<file path="src/rtl/linear_interp.sv">
// Sequential fixed-point linear interpolator: y = y0 + (y1-y0)*(x-x0)/(x1-x0),
// signed setup, multi-cycle restoring divide, saturation to the unsigned output range.
module linear_interp #(
  parameter int unsigned DATA_WIDTH = 16
) (
  input  logic                  clk,
  input  logic                  rst,
  input  logic                  in_valid,
  output logic                  in_ready,
  input  logic [DATA_WIDTH-1:0] x0,
  input  logic [DATA_WIDTH-1:0] y0,
  input  logic [DATA_WIDTH-1:0] x1,
  input  logic [DATA_WIDTH-1:0] y1,
  input  logic [DATA_WIDTH-1:0] x,
  output logic                  out_valid,
  input  logic                  out_ready,
  output logic [DATA_WIDTH-1:0] y,
  output logic                  zero_div
);
  localparam int unsigned W  = DATA_WIDTH;
  localparam int unsigned QW = 2 * W + 2;
  localparam int unsigned CW = $clog2(QW);

  typedef enum logic [2:0] {IDLE, SETUP, DIVIDE, FINISH, DONE} state_t;

  state_t          state_q, state_d;
  logic [W-1:0]    x0_q, y0_q, x1_q, y1_q, x_q;
  logic [W-1:0]    x0_d, y0_d, x1_d, y1_d, x_d;
  logic [QW-1:0]   num_q, num_d;
  logic [W:0]      rem_q, rem_d;
  logic [W:0]      den_q, den_d;
  logic [CW-1:0]   cnt_q, cnt_d;
  logic            neg_q, neg_d;
  logic            zd_q, zd_d;
  logic [W-1:0]    y_q, y_d;
  logic            zero_div_q, zero_div_d;

  logic signed [W:0]    dy, dx, dxx;
  logic signed [QW-1:0] p;
  logic [QW-1:0]        p_mag;
  logic [W:0]           dx_mag;
  logic [W+1:0]         rem_sh;
  logic signed [QW:0]   q_s;
  logic [QW+1:0]        r;

  always_comb begin
    state_d    = state_q;
    x0_d       = x0_q;
    y0_d       = y0_q;
    x1_d       = x1_q;
    y1_d       = y1_q;
    x_d        = x_q;
    num_d      = num_q;
    rem_d      = rem_q;
    den_d      = den_q;
    cnt_d      = cnt_q;
    neg_d      = neg_q;
    zd_d       = zd_q;
    y_d        = y_q;
    zero_div_d = zero_div_q;

    dy     = $signed({1'b0, y1_q}) - $signed({1'b0, y0_q});
    dx     = $signed({1'b0, x1_q}) - $signed({1'b0, x0_q});
    dxx    = $signed({1'b0, x_q})  - $signed({1'b0, x0_q});
    p      = QW'(dy) * QW'(dxx);
    p_mag  = p[QW-1] ? -p : p;
    dx_mag = dx[W] ? -dx : dx;
    rem_sh = {rem_q, num_q[QW-1]};
    q_s    = neg_q ? -$signed({1'b0, num_q}) : $signed({1'b0, num_q});
    r      = {{(W + 4){1'b0}}, y0_q} + {q_s[QW], q_s};

    unique case (state_q)
      IDLE: begin
        if (in_valid) begin
          x0_d    = x0;
          y0_d    = y0;
          x1_d    = x1;
          y1_d    = y1;
          x_d     = x;
          state_d = SETUP;
        end
      end
      SETUP: begin
        neg_d = p[QW-1] ^ dx[W];
        den_d = dx_mag;
        rem_d = '0;
        cnt_d = '0;
        if (dx == '0) begin
          num_d   = '0;
          zd_d    = 1'b1;
          state_d = FINISH;
        end else begin
          num_d   = p_mag;
          zd_d    = 1'b0;
          state_d = DIVIDE;
        end
      end
      DIVIDE: begin
        // num_q shifts the dividend out at the top and the quotient in at the bottom
        if (rem_sh >= {1'b0, den_q}) begin
          rem_d = W'(rem_sh - {1'b0, den_q});
          num_d = {num_q[QW-2:0], 1'b1};
        end else begin
          rem_d = rem_sh[W:0];
          num_d = {num_q[QW-2:0], 1'b0};
        end
        cnt_d = cnt_q + CW'(1);
        if (cnt_q == CW'(QW - 1)) state_d = FINISH;
      end
      FINISH: begin
        if (r[QW+1])      y_d = '0;
        else if (|r[QW:W]) y_d = '1;
        else              y_d = r[W-1:0];
        zero_div_d = zd_q;
        state_d    = DONE;
      end
      DONE: begin
        if (out_ready) state_d = IDLE;
      end
      default: state_d = IDLE;
    endcase
  end

  always_ff @(posedge clk) begin
    if (rst) begin
      state_q    <= IDLE;
      x0_q       <= '0;
      y0_q       <= '0;
      x1_q       <= '0;
      y1_q       <= '0;
      x_q        <= '0;
      num_q      <= '0;
      rem_q      <= '0;
      den_q      <= '0;
      cnt_q      <= '0;
      neg_q      <= 1'b0;
      zd_q       <= 1'b0;
      y_q        <= '0;
      zero_div_q <= 1'b0;
    end else begin
      state_q    <= state_d;
      x0_q       <= x0_d;
      y0_q       <= y0_d;
      x1_q       <= x1_d;
      y1_q       <= y1_d;
      x_q        <= x_d;
      num_q      <= num_d;
      rem_q      <= rem_d;
      den_q      <= den_d;
      cnt_q      <= cnt_d;
      neg_q      <= neg_d;
      zd_q       <= zd_d;
      y_q        <= y_d;
      zero_div_q <= zero_div_d;
    end
  end

  assign in_ready  = (state_q == IDLE);
  assign out_valid = (state_q == DONE);
  assign y         = y_q;
  assign zero_div  = zero_div_q;
endmodule

</file>
<file path="config.mk">
export PLATFORM = sky130hd
export DESIGN_NAME = linear_interp
export DESIGN_NICKNAME = d
export VERILOG_FILES = /design/src/rtl/linear_interp.sv
export SDC_FILE = /design/constraint.sdc
export NUM_CORES = 1
export LEC_CHECK = 0
export ABC_AREA = 1
export BUFFER_PORTS_ARGS = -buffer_cell sky130_fd_sc_hd__clkbuf_2
export CORE_MARGIN = 2
export CORE_UTILIZATION = 42
export DETAILED_ROUTE_END_ITERATION = 8
export GPL_ROUTABILITY_DRIVEN = 0
export SYNTH_ARGS = -nofsm -noshare
export SYNTH_HDL_FRONTEND = slang
export SYNTH_SLANG_ARGS = --single-unit
</file>
<file path="constraint.sdc">
create_clock -name clk -period 9.1 [get_ports clk]
set_input_delay 1.365 -clock clk [delete_from_list [all_inputs] [get_ports clk]]
set_output_delay 1.365 -clock clk [all_outputs]
set_load 0.05 [all_outputs]
</file>
# Word-level counts from Yosys, hierarchy flattened
# Index checks and enable logic that the tools add are counted.
[classes] add_sub_neg=9 n_mul=1 n_lt_le_gt_ge=1 n_eq_ne=8 mux=17 bitwise_logic=1 n_reduce_logical=6
[op_table] operator="2-to-1 mux 34 bit" n=2
[op_table] operator="one-hot mux 34 bit (2 select lines)" n=1
[op_table] operator="subtractor 16 x 16 -> 17 bit" n=3
[op_table] operator="adder 17 x 35 -> 36 bit" n=1
[op_table] operator="2-to-1 mux 35 bit" n=1
[op_table] operator="negation 34 -> 35 bit" n=1
[op_table] operator="multiplier 17 x 17 -> 34 bit" n=1
[op_table] operator="2-to-1 mux 17 bit" n=2
[op_table] operator="negation 34 bit" n=1
[op_table] operator="one-hot mux 17 bit (2 select lines)" n=1
[op_table] operator="2-to-1 mux 16 bit" n=2
[op_table] operator="OR reduction 19 bit" n=1
[op_table] operator="greater-or-equal comparator 18 x 17 -> 1 bit" n=1
[op_table] operator="logical NOT 17 bit" n=1
[op_table] operator="negation 17 bit" n=1
[op_table] operator="subtractor 16 bit" n=1
[op_table] operator="one-hot mux 3 bit (5 select lines)" n=1
[op_table] operator="one-hot mux 6 bit (2 select lines)" n=1
[op_table] operator="2-to-1 mux 3 bit" n=3
[op_table] operator="adder 6 x 1 -> 6 bit, second input constant" n=1
[op_table] operator="== test 3 x 2 -> 1 bit, second input constant" n=2
[op_table] operator="== test 6 bit, second input constant" n=1
[op_table] operator="!= test 2 bit, second input constant" n=2
[op_table] operator="== test 3 x 1 -> 1 bit, second input constant" n=1
[op_table] operator="other kinds (8)" n=10
[word_totals] reg_bits=176 inputBits=84 wordCells=57

# Longest topological paths before layout
# Gate-level depths: netlist of run 1.
[depth] ltp_word=6 mapped_depth=52 mapped_depth_nobuf=52

# Least setup slack after synthesis of run 1
# Ideal clock, no wire load.
[synth_path] path_type="reg2reg" startpoint="register x0_q[0]" endpoint="register num_q[26]" t_arrival_ns=7.871 setup_slack_ns=1.158 path_stages_with_launch=41 n_path_buf=2 period_less_slack_ns=7.942 path_cell_list="dfxtp_1 -> ha_1 -> fa_1 -> o21ai_1 -> nand2_1 -> nand3_1 -> a21oi_1 -> o21ai_1 -> a21oi_1 -> o21ai_1 -> a21oi_1 -> o21bai_2 -> xor2_1 -> buf_2 -> nor2_1 -> fa_1 -> inv_1 -> fa_1 -> [... 5 more ...] -> fa_1 -> inv_1 -> ha_1 -> nand2_1 -> o21ai_0 -> o21bai_1 -> a21oi_1 -> nand2_1 -> nand2_1 -> nand2_1 -> or2_2 -> nand2_2 -> inv_1 -> buf_2 -> nand2_1 -> xor2_1 -> nand2_1 -> a21oi_1"
[synth_via] elab_chain_len=6 elab_cells_between_ends=8
[synth_lines] element="from (decl)" line="27" rtl="logic [W-1:0] x0_q, y0_q, x1_q, y1_q, x_q;"
[synth_lines] element="from (signal assigned)" line="127" rtl="x0_q <= '0;"
[synth_lines] element="from (signal assigned)" line="142" rtl="x0_q <= x0_d;"
[synth_lines] element="subtractor 16 x 16 -> 17 bit" line="64" rtl="dxx = $signed({1'b0, x_q}) - $signed({1'b0, x0_q});"
[synth_lines] element="multiplier 17 x 17 -> 34 bit" line="65" rtl="p = QW'(dy) * QW'(dxx);"
[synth_lines] element="negation 34 bit" line="66" rtl="p_mag = p[QW-1] ? -p : p;"
[synth_lines] element="2-to-1 mux 34 bit" line="66"
[synth_lines] element="2-to-1 mux 34 bit *" line="88" rtl="if (dx == '0) begin"
[synth_lines] element="one-hot mux 34 bit (2 select lines) *" line="72" rtl="unique case (state_q)"
[synth_lines] element="to (signal assigned)" line="147" rtl="num_q <= num_d;"
[synth_lines] element="to (decl)" line="29" rtl="logic [QW-1:0] num_q, num_d;"
# Mark *: on every way between the ends. The rest lies on a longest branch, timed or not.
# A chain may end at the register's enable or synchronous reset.

# Worst setup path after layout of run 1
[layout_path] startpoint="register y0_q[0]" endpoint="register num_q[19]"
[layout_via] elab_chain_len=6
[layout_lines] element="from (decl)" line="27"
[layout_lines] element="from (signal assigned)" line="143" rtl="y0_q <= y0_d;"
[layout_lines] element="subtractor 16 x 16 -> 17 bit *" line="62" rtl="dy = $signed({1'b0, y1_q}) - $signed({1'b0, y0_q});"
[layout_lines] element="multiplier 17 x 17 -> 34 bit *" line="65"
[layout_lines] element="negation 34 bit" line="66"
[layout_lines] element="2-to-1 mux 34 bit *" line="66"
[layout_lines] element="2-to-1 mux 34 bit *" line="88"
[layout_lines] element="one-hot mux 34 bit (2 select lines) *" line="72"
# Marked as above.

==> results of run 1 <==
[flip-flops by register name (all words and copies together), names as in the netlist]
name	cells
y1_q	16
den_q	17
x_q	16
num_q	34
state_q	3
y	16
zd_q	1
zero_div	1
y0_q	16
x0_q	16
x1_q	16
cnt_q	6
neg_q	1
rem_q	17
[per-layer routing]
metal  vias to the layer above  wire length, µm
met2                       577            33000
met1                     10400            33500
li1                      11100                -
met5                         -               11
met3                       109             4590
met4                         2             1800
[path summary, 6_finish.rpt]
path | start | end | cells past startpoint
setup / recovery | y0_q[0] | num_q[19] | 44
hold / removal | y1_q[0] | y1_q[0] | 2
setup reg to reg | y0_q[0] | num_q[19] | 44
hold reg to reg | y1_q[0] | y1_q[0] | 2
[per-stage QoR]
stage | std cells | TNS (ns) | instance area [µm²]
floorplan | 3497 | 0 | 24900
global placement | 4332 | 0 | 26400
detailed placement | 4332 | 0 | 26400
CTS | 4364 | 0 | 27000
global route | 4382 | -0.0920 | 27400
finish | 4382 | 0 | 27400
[cell families (layout without fill, tap and decap cells)]
| kind of cell | Yosys count | after routing | synth area share |
|---|---|---|---|
| xor gates and xnor gates | 127 | 127 | 0.0450 |
| and+or+nand+nor | 1397 | 1397 | 0.244 |
| DFF | 176 | 176 | 0.142 |
| AOI/OAI and AO/OA | 544 | 544 | 0.120 |
| adders and majority gates | 473 | 473 | 0.329 |
| buffers and inverters | 780 | 892 | 0.120 |
[synthesized netlist by cell type (11+ instances only)]
cell,count
o21bai_1,13
o22ai_1,34
or2_2,17
clkbuf_1,74
xnor2_1,37
nand3_1,169
nor2_1,345
a21oi_1,290
o21ai_0,122
inv_1,661
nor2_2,13
a21oi_2,11
clkinv_1,13
buf_2,12
dfxtp_1,176
nand4_1,46
o21ai_1,22
ha_1,171
nand2_2,14
xor2_1,89
nor3_1,37
fa_1,302
nand2_1,702
[cell type report]
type | instances | area [µm²] | area share
clock buffers | 18 | 429 | 0.0157
clock inverters | 14 | 153 | 0.00557
inverters | 682 | 2580 | 0.0940
multi-input cells | 2541 | 18600 | 0.679
flip-flops and latches | 176 | 3520 | 0.129
well taps | 773 | 967 | 0.0353
repair buffers | 178 | 1150 | 0.0420
[worst reg2reg max path, delay by kind of cell (launching register included)]
kind	cells	cell delay [ns]
AND/OR/NAND/NOR	17	1.71
buffers and inverters	8	0.72
flip-flops	1	0.34
AO/OA/AOI/OAI	10	1.52
adder cells (fa/ha/maj)	9	4.09
[what timing repair did]
item	in CTS	in global routing
gates resized for setup	0	74
endpoints found under the setup margin	0	34
buffers inserted	0	18
==> run_results.csv, run 1 <==
group,metric,value,unit
critical_path,critical_path.most_common_cell,"nand2_1",
clock_network,cts-root-buf,"clkbuf_16",
place,dp_hpwl,60.9,mm
clock_network,cts_tree,"built",
clock_network,h-tree-depth,4,
clock_network,cts.sinks,176,
timing,clock.fmax,117,MHz
critical_path,critPathSlowestCell,"fa_1",
layout,antenna_cells,0,
detailed_routing,drt-total-wl,72.9,mm
grt,grt_overflow,0,
floorplanning,ios,103,
layout,drive_gt1_frac,0.103,
clock_network,clockBufferDepth,2,
critical_path,path_class,"flop to flop",
floorplanning,dieHeight,247,µm
synthesis,synthTopCellsByArea,"fa_1 (24%), dfxtp_1 (14%), nand2_1 (11%)",
place,pre_cts_ws,0.157,ns
grt,grt_pass1_vias,21500,
detailed_routing,drc,0,
place,io_buffers,102,
floorplanning,die_w,247,µm
synthesis,yosysUniqueCellTypes,60,
detailed_routing,vias,22300,
synthesis,seq_area_frac_synth,0.142,
layout,nets,4153,
flow_run,timing.max_cap.violations,0,
critical_path,cp_num_buf_inv,8,
timing,fin_crit_sh,0.939,
grt,globalRouteTotalUtil,0.241,
synthesis,async_flop_share,0,
grt,met3_usage,0.0467,
synthesis,synth_edf_count,0,
timing,finalWorstPathRequiredPeriod,8.54,ns
critical_path,ff2ff_setup_slack,0.56,ns
run_status,outcome,"finished, final reports clean",
critical_path,slowest_delay,0.55,ns
detailed_routing,ant_nets,0,
synthesis,synth_top_flop_cell,"dfxtp_1",
grt,grt_pass1_wl,116,mm
timing,slew_violations,0,
synthesis,ys_ff_latch,176,
synthesis,synth_warnings,0,
grt,grt_antenna_before_repair,2,
grt,grt_max_degree,76,
timing,worst_pin_slew,0.965,ns
detailed_routing,wl_per_cell,16.6,µm
layout,final_cell_mix,"nand2_1 (692), inv_1 (658), nor2_1 (335), fa_1 (302), a21oi_1 (281)",
timing,whs,0.462,ns
floorplanning,die_area,61200,µm²
timing,relSlewSlack,0.355,
critical_path,required,9.41,ns
synthesis,synth_area,24900,µm²
hold_path,worstHoldPathType,"flop to flop",
synthesis,synth_nets,4054,
detailed_routing,drtIter0Drc,1331,
critical_path,crit_family,"adder cells",
synthesis,syn_avg_cell_area,7.11,µm²
synthesis,synth_top_area_share,0.243,
grt,grt_use_met2,0.387,
clock_network,clk-insertion-delay-late,0.47,ns
layout,layout_commonest_cell,"nand2_1",
floorplanning,rows,89,
detailed_routing,via_per_inst,5.08,
synthesis,synthCells,3497,
grt,grtUsageMet1,0.334,
clock_network,cts_made_buffers,17,
floorplanning,initial_core_util,0.423,
layout,num-fill-cells,6195,
detailed_routing,dr.pass1.iters,5,
timing,hold_violations,0,
grt,top_usage_layer,"met2",
layout,fin_util,0.466,
timing,rsz0062_at_grt,"yes",
timing,finalSetupViolCount,0,
layout,syn_to_final_growth,10.2,%
synthesis,yosys.area.top_type,"fa_1",
critical_path,critPathLaunchType,"flop",
floorplanning,core,58800,µm²
critical_path,end_kind,"flop",
timing,skew,0.0271,ns
clock_network,cts_hold_buffers,0,
critical_path,cp_max_fo,32,
clock_network,clk_pin_slew,0.07,ns
timing,layout_setup_ws,0.559,ns
critical_path,critPathArrivalTime,8.85,ns
Power of run 1 is not shown: default switching activity piles up to over one toggle a cycle in this logic, so the estimate is an artifact.
==> run 2: changes to the inputs <==
--- a/config.mk
+++ b/config.mk
@@ -6,11 +6,12 @@
 export NUM_CORES = 1
 export LEC_CHECK = 0
 export ABC_AREA = 1
-export BUFFER_PORTS_ARGS = -buffer_cell sky130_fd_sc_hd__clkbuf_2
 export CORE_MARGIN = 2
 export CORE_UTILIZATION = 42
 export DETAILED_ROUTE_END_ITERATION = 8
+export DONT_BUFFER_PORTS = 1
 export GPL_ROUTABILITY_DRIVEN = 0
 export SYNTH_ARGS = -nofsm -noshare
 export SYNTH_HDL_FRONTEND = slang
 export SYNTH_SLANG_ARGS = --single-unit
+export TNS_END_PERCENT = 1
==> constraint.sdc (replaced) <==
create_clock -name clk -period 7.6 [get_ports clk]
set_input_delay 1.14 -clock clk [delete_from_list [all_inputs] [get_ports clk]]
set_output_delay 1.14 -clock clk [all_outputs]
set_load 0.05 [all_outputs]
==> run_results.csv, run 2 (synthesized netlist as in run 1, its figures left out) <==
group,metric,value,unit
clock_network,cts_hold_buffers,0,
grt,globalRouteTotalUtil,0.245,
detailed_routing,drt-total-wl,75.2,mm
floorplanning,die_area,61200,µm²
layout,num-fill-cells,5764,
layout,largest_register_ffs,34,
critical_path,critPathSlowestCell,"fa_1",
critical_path,end_kind,"flop",
detailed_routing,drtIter0Drc,1414,
place,dp_hpwl,62.8,mm
layout,fin_util,0.524,
critical_path,cp_num_buf_inv,15,
floorplanning,core,58800,µm²
grt,grt_overflow,0,
critical_path,critPathArrivalTime,8.62,ns
floorplanning,die_w,247,µm
critical_path,critical_path.most_common_cell,"buf_4",
detailed_routing,ant_nets,0,
timing,hold_violations,0,
timing,finalWorstPathRequiredPeriod,8.22,ns
critical_path,required,8.00,ns
floorplanning,dieHeight,247,µm
detailed_routing,drc,0,
timing,final.setup.tns,-12.18,ns
critical_path,slowest_delay,0.54,ns
hold_path,whs_path_depth,2,
timing,worst_pin_slew,0.979,ns
timing,layout_setup_ws,-0.616,ns
run_status,outcome,"complete, but fails checks",
detailed_routing,vias,23500,
clock_network,cts.sinks,176,
timing,finalSetupViolCount,34,
clock_network,h-tree-depth,4,
layout,layout_commonest_cell,"nand2_1",
timing,relSlewSlack,0.346,
timing,rsz0062_at_grt,"yes",
critical_path,crit_family,"adder cells",
timing,fin_crit_sh,1.08,
place,io_buffers,0,
layout,nets,4425,
critical_path,crit_cells,43,
clock_network,cts-root-buf,"clkbuf_16",
timing,slew_violations,0,
layout,final_cell_mix,"nand2_1 (655), inv_1 (631), buf_4 (425), nor2_1 (297), fa_1 (293)",
flow_run,timing.max_cap.violations,0,
run_status,violations,"setup timing",
grt,grt_pass1_wl,118,mm
hold_path,worstHoldPathType,"flop to flop",
layout,regMostFlops,"num_q",
clock_network,clk_pin_slew,0.07,ns
critical_path,reg2reg_depth,43,
detailed_routing,wl_per_cell,16.2,µm
clock_network,cts_tree,"built",
critical_path,critPathLaunchType,"flop",
floorplanning,rows,89,
critical_path,path_class,"flop to flop",
grt,grt_antenna_before_repair,1,
timing,skew,0.0188,ns
detailed_routing,via_per_inst,5.04,
clock_network,clockBufferDepth,2,
grt,grt_pass1_vias,22600,
floorplanning,ios,103,
floorplanning,initial_core_util,0.423,
layout,reg_top3,"num_q (34), den_q (17), rem_q (17)",
layout,syn_to_final_growth,23.8,%
clock_network,cts_made_buffers,17,
layout,drive_gt1_frac,0.214,
grt,grt_max_degree,127,
detailed_routing,dr.pass1.iters,5,
critical_path,cp_max_fo,4,
timing,clock.fmax,122,MHz
clock_network,clk-insertion-delay-late,0.47,ns
==> run 2: worst paths after layout <==
path | start | endpoint | slack [ns]
max | y1_q[0] | num_q[27] | -0.62
min | x_q[14] | x_q[14] | 0.47
max reg2reg | y1_q[0] | num_q[27] | -0.62
min reg2reg | x_q[14] | x_q[14] | 0.47
==> run 2: timing repair <==
item | 4_1_cts | 5_1_grt
gates resized for setup | 92 | 206
setup endpoints to repair | 34 | 34
buffers inserted | 18 | 19
pin swaps | 69 | 172
==> run 2: final cells by class <==
class	count	area, µm²	area share
Tap cell	773	967	0.0314
Clock buffer	17	425	0.0138
Timing Repair Buffer	450	3560	0.116
Clock inverter	15	178	0.00577
Inverter	682	2570	0.0836
Multi-Input combinational cell	2541	19600	0.635
Sequential cell	176	3530	0.115
Antenna cell	1	2.50	0.0000813
==> run 2: metal layers <==
layer / GRT usage / part of all wire / up-vias
met2: 0.407 / 0.47 / 542
met5: 0 / 0.00017 / -
met1: 0.329 / 0.45 / 11100
met3: 0.0401 / 0.051 / 118
met4: 0.0659 / 0.026 / 2
li1: - / - / 11700
==> run 2: metrics by stage <==
step	hold slack, ns	std cells	instance area [µm²]	setup slack, ns
after floorplan	0.433	3497	25100	-0.0253
after global placement	0.452	4585	28800	-0.799
after detailed placement	0.459	4585	28800	-0.835
after CTS	0.467	4635	30000	-0.478
after global routing	0.485	4654	30800	-0.993
final	0.467	4655	30800	-0.616
==> run 2: worst min-delay path, cell delays in order, from the launching register on <==
cell and delay (ns):
dfxtp_1 0.31, nand2_1 0.06, a21oi_1 0.05
Power of run 2 is left out for the same reason.
==> run 3: changes to the inputs <==
--- a/config.mk
+++ b/config.mk
@@ -5,7 +5,7 @@
 export SDC_FILE = /design/constraint.sdc
 export NUM_CORES = 1
 export LEC_CHECK = 0
-export ABC_AREA = 1
+export CAP_MARGIN = 25
 export CORE_MARGIN = 2
 export CORE_UTILIZATION = 42
 export DETAILED_ROUTE_END_ITERATION = 8
==> run_results.csv, run 3 <==
group,metric,value,unit
synthesis,syn_avg_cell_area,8.09,µm²
layout,syn_to_final_growth,20.2,%
grt,grt_max_degree,151,
synthesis,synth_edf_count,0,
synthesis,synth_top_flop_cell,"dfxtp_1",
clock_network,cts_tree,"built",
place,dp_hpwl,57.0,mm
floorplanning,dieHeight,241,µm
critical_path,critical_path.most_common_cell,"fa_1",
grt,grt_overflow,0,
clock_network,cts_hold_buffers,0,
layout,nets,3767,
timing,finalWorstPathRequiredPeriod,8.69,ns
clock_network,cts.sinks,176,
detailed_routing,dr.pass1.iters,7,
critical_path,reg2reg_depth,38,
floorplanning,die_w,241,µm
critical_path,worst_r2r_startpoint,"y1_q[0]",
timing,rsz0062_at_grt,"yes",
layout,layout_commonest_cell,"inv_1",
floorplanning,die_area,58200,µm²
synthesis,synth_top_area_share,0.256,
hold_path,worstHoldPathType,"flop to flop",
critical_path,critPathLaunchType,"flop",
timing,finalSetupViolCount,34,
clock_network,h-tree-depth,4,
synthesis,async_flop_share,0,
timing,relSlewSlack,0.237,
clock_network,cts_made_buffers,17,
timing,slew_violations,0,
critical_path,critPathSlowestCell,"fa_2",
floorplanning,ios,103,
synthesis,synthCells,2924,
timing,fin_crit_sh,1.14,
critical_path,slowest_delay,0.62,ns
clock_network,cts-root-buf,"clkbuf_16",
layout,drive_gt1_frac,0.177,
detailed_routing,via_per_inst,5.33,
critical_path,path_class,"flop to flop",
layout,reg_top3,"num_q (34), den_q (17), rem_q (17)",
timing,final.setup.tns,-32.21,ns
flow_run,timing.max_cap.violations,0,
detailed_routing,wl_per_cell,17.2,µm
clock_network,clk-insertion-delay-late,0.48,ns
detailed_routing,drt-total-wl,68.2,mm
synthesis,synthTopCellsByArea,"fa_1 (26%), dfxtp_1 (15%), ha_1 (9.0%)",
layout,final_cell_mix,"inv_1 (425), nand2_1 (386), buf_4 (376), fa_1 (293), nor2_1 (234)",
layout,regMostFlops,"num_q",
run_status,outcome,"complete, but fails checks",
clock_network,clockBufferDepth,2,
synthesis,ys_ff_latch,176,
layout,largest_register_ffs,34,
timing,layout_setup_ws,-1.09,ns
synthesis,synthTopCellsByCount,"inv_1 (432), nand2_1 (388), fa_1 (302)",
grt,globalRouteTotalUtil,0.243,
timing,hold_violations,0,
detailed_routing,vias,21200,
critical_path,critPathArrivalTime,9.04,ns
grt,grt_pass1_wl,112,mm
critical_path,cp-endpoint,"num_q[1]",
timing,skew,0.0173,ns
floorplanning,initial_core_util,0.427,
critical_path,required,7.96,ns
place,io_buffers,0,
grt,grt_pass1_vias,21700,
synthesis,seq_area_frac_synth,0.149,
clock_network,clk_pin_slew,0.08,ns
detailed_routing,ant_nets,0,
synthesis,synth_warnings,0,
critical_path,cp_max_fo,8,
synthesis,yosysUniqueCellTypes,81,
timing,worst_pin_slew,1.14,ns
critical_path,crit_path_start,"y1_q[0]",
detailed_routing,drtIter0Drc,1582,
critical_path,end_kind,"flop",
critical_path,ff2ff_setup_slack,-1.09,ns
critical_path,worstReg2RegEnd,"num_q[1]",
floorplanning,rows,86,
run_status,violations,"setup timing",
synthesis,synth_most_common_cell,"inv_1",
grt,grt_antenna_before_repair,1,
synthesis,synth_nets,3481,
synthesis,synth_area,23700,µm²
timing,clock.fmax,115,MHz
detailed_routing,drc,0,
synthesis,yosys.area.top_type,"fa_1",
floorplanning,core,55400,µm²
==> run 3: cell count changes after synthesis, moves of 33 or more <==
cell / previous run / this run
a21oi_1: 290 / 214
o21ai_0: 122 / 81
clkbuf_1: 74 / 111
xnor2_1: 37 / 129
inv_1: 661 / 432
nand4_1: 46 / 13
a22oi_1: 2 / 36
nand2_1: 702 / 388
nor2_1: 345 / 243
xor2_1: 89 / 53
nand3_1: 169 / 32
==> run 3: worst min path at each step <==
stage	slack (ns)	depth (start not counted)	from	to
after floorplan	0.43	2	den_q[16]	den_q[16]
after global placement	0.44	2	neg_q	neg_q
after detailed placement	0.44	2	neg_q	neg_q
after CTS	0.45	2	neg_q	neg_q
after global routing	0.47	2	zd_q	zd_q
final	0.46	2	neg_q	neg_q
==> run 3: final cells by class <==
| class | instances | area, µm² |
|---|---|---|
| flip-flops and latches | 176 | 3530 |
| inverters | 434 | 1630 |
| well taps | 748 | 936 |
| clock buffers | 18 | 439 |
| repair buffers | 390 | 3040 |
| clock inverters | 14 | 191 |
| fillers | 5303 | 27000 |
| multi-input cells | 2191 | 18700 |
| diodes | 1 | 2.50 |
==> run 3: per-layer routing <==
metal	track usage	wire [µm]
met2	0.400	31500
met3	0.0411	3770
met5	0	0
met4	0.0984	2610
met1	0.316	30400
==> run 3: cells by family after synthesis <==
kind of cell             count (synthesis)  synth area share
XOR/XNOR                               182            0.0674
AO/OA/AOI/OAI                          598             0.162
buffers and inverters                  557            0.0893
adder cells (fa/ha/maj)                473             0.346
AND/OR/NAND/NOR                        918             0.178
flip-flops                             176             0.149
multiplexers                            20           0.00857
==> run 3: critical path, delay by kind of cell, from the launching register on <==
family | cells | cell delay, ns
simple gates | 5 | 0.47
flops | 1 | 0.34
xor+xnor | 1 | 0.34
fa+ha+maj | 9 | 4.01
buf+inv | 7 | 0.72
compound gates | 15 | 2.35
mux | 1 | 0.33
==> run 3: timing repair <==
| item | in CTS | in global routing |
|---|---|---|
| resized for setup | 25 | 49 |
| gates cloned | 0 | 0 |
| buffers inserted | 3 | 14 |
| pin swaps | 15 | 52 |
| setup endpoints to repair | 34 | 34 |
==> run 3: per-stage QoR <==
step / instances / util / worst slack, ns / area, µm² / hold WS (ns)
after floorplan: 2924 / - / -0.801 / 24000 / 0.432
after global placement: 3919 / 0.492 / -1.20 / 27300 / 0.435
after detailed placement: 3920 / 0.492 / -1.31 / 27300 / 0.440
after CTS: 3955 / 0.506 / -1.09 / 28100 / 0.450
after global routing: 3972 / 0.513 / -1.55 / 28400 / 0.469
final: 3972 / 0.513 / -1.09 / 28400 / 0.456
Power of run 3 is left out for the same reason.
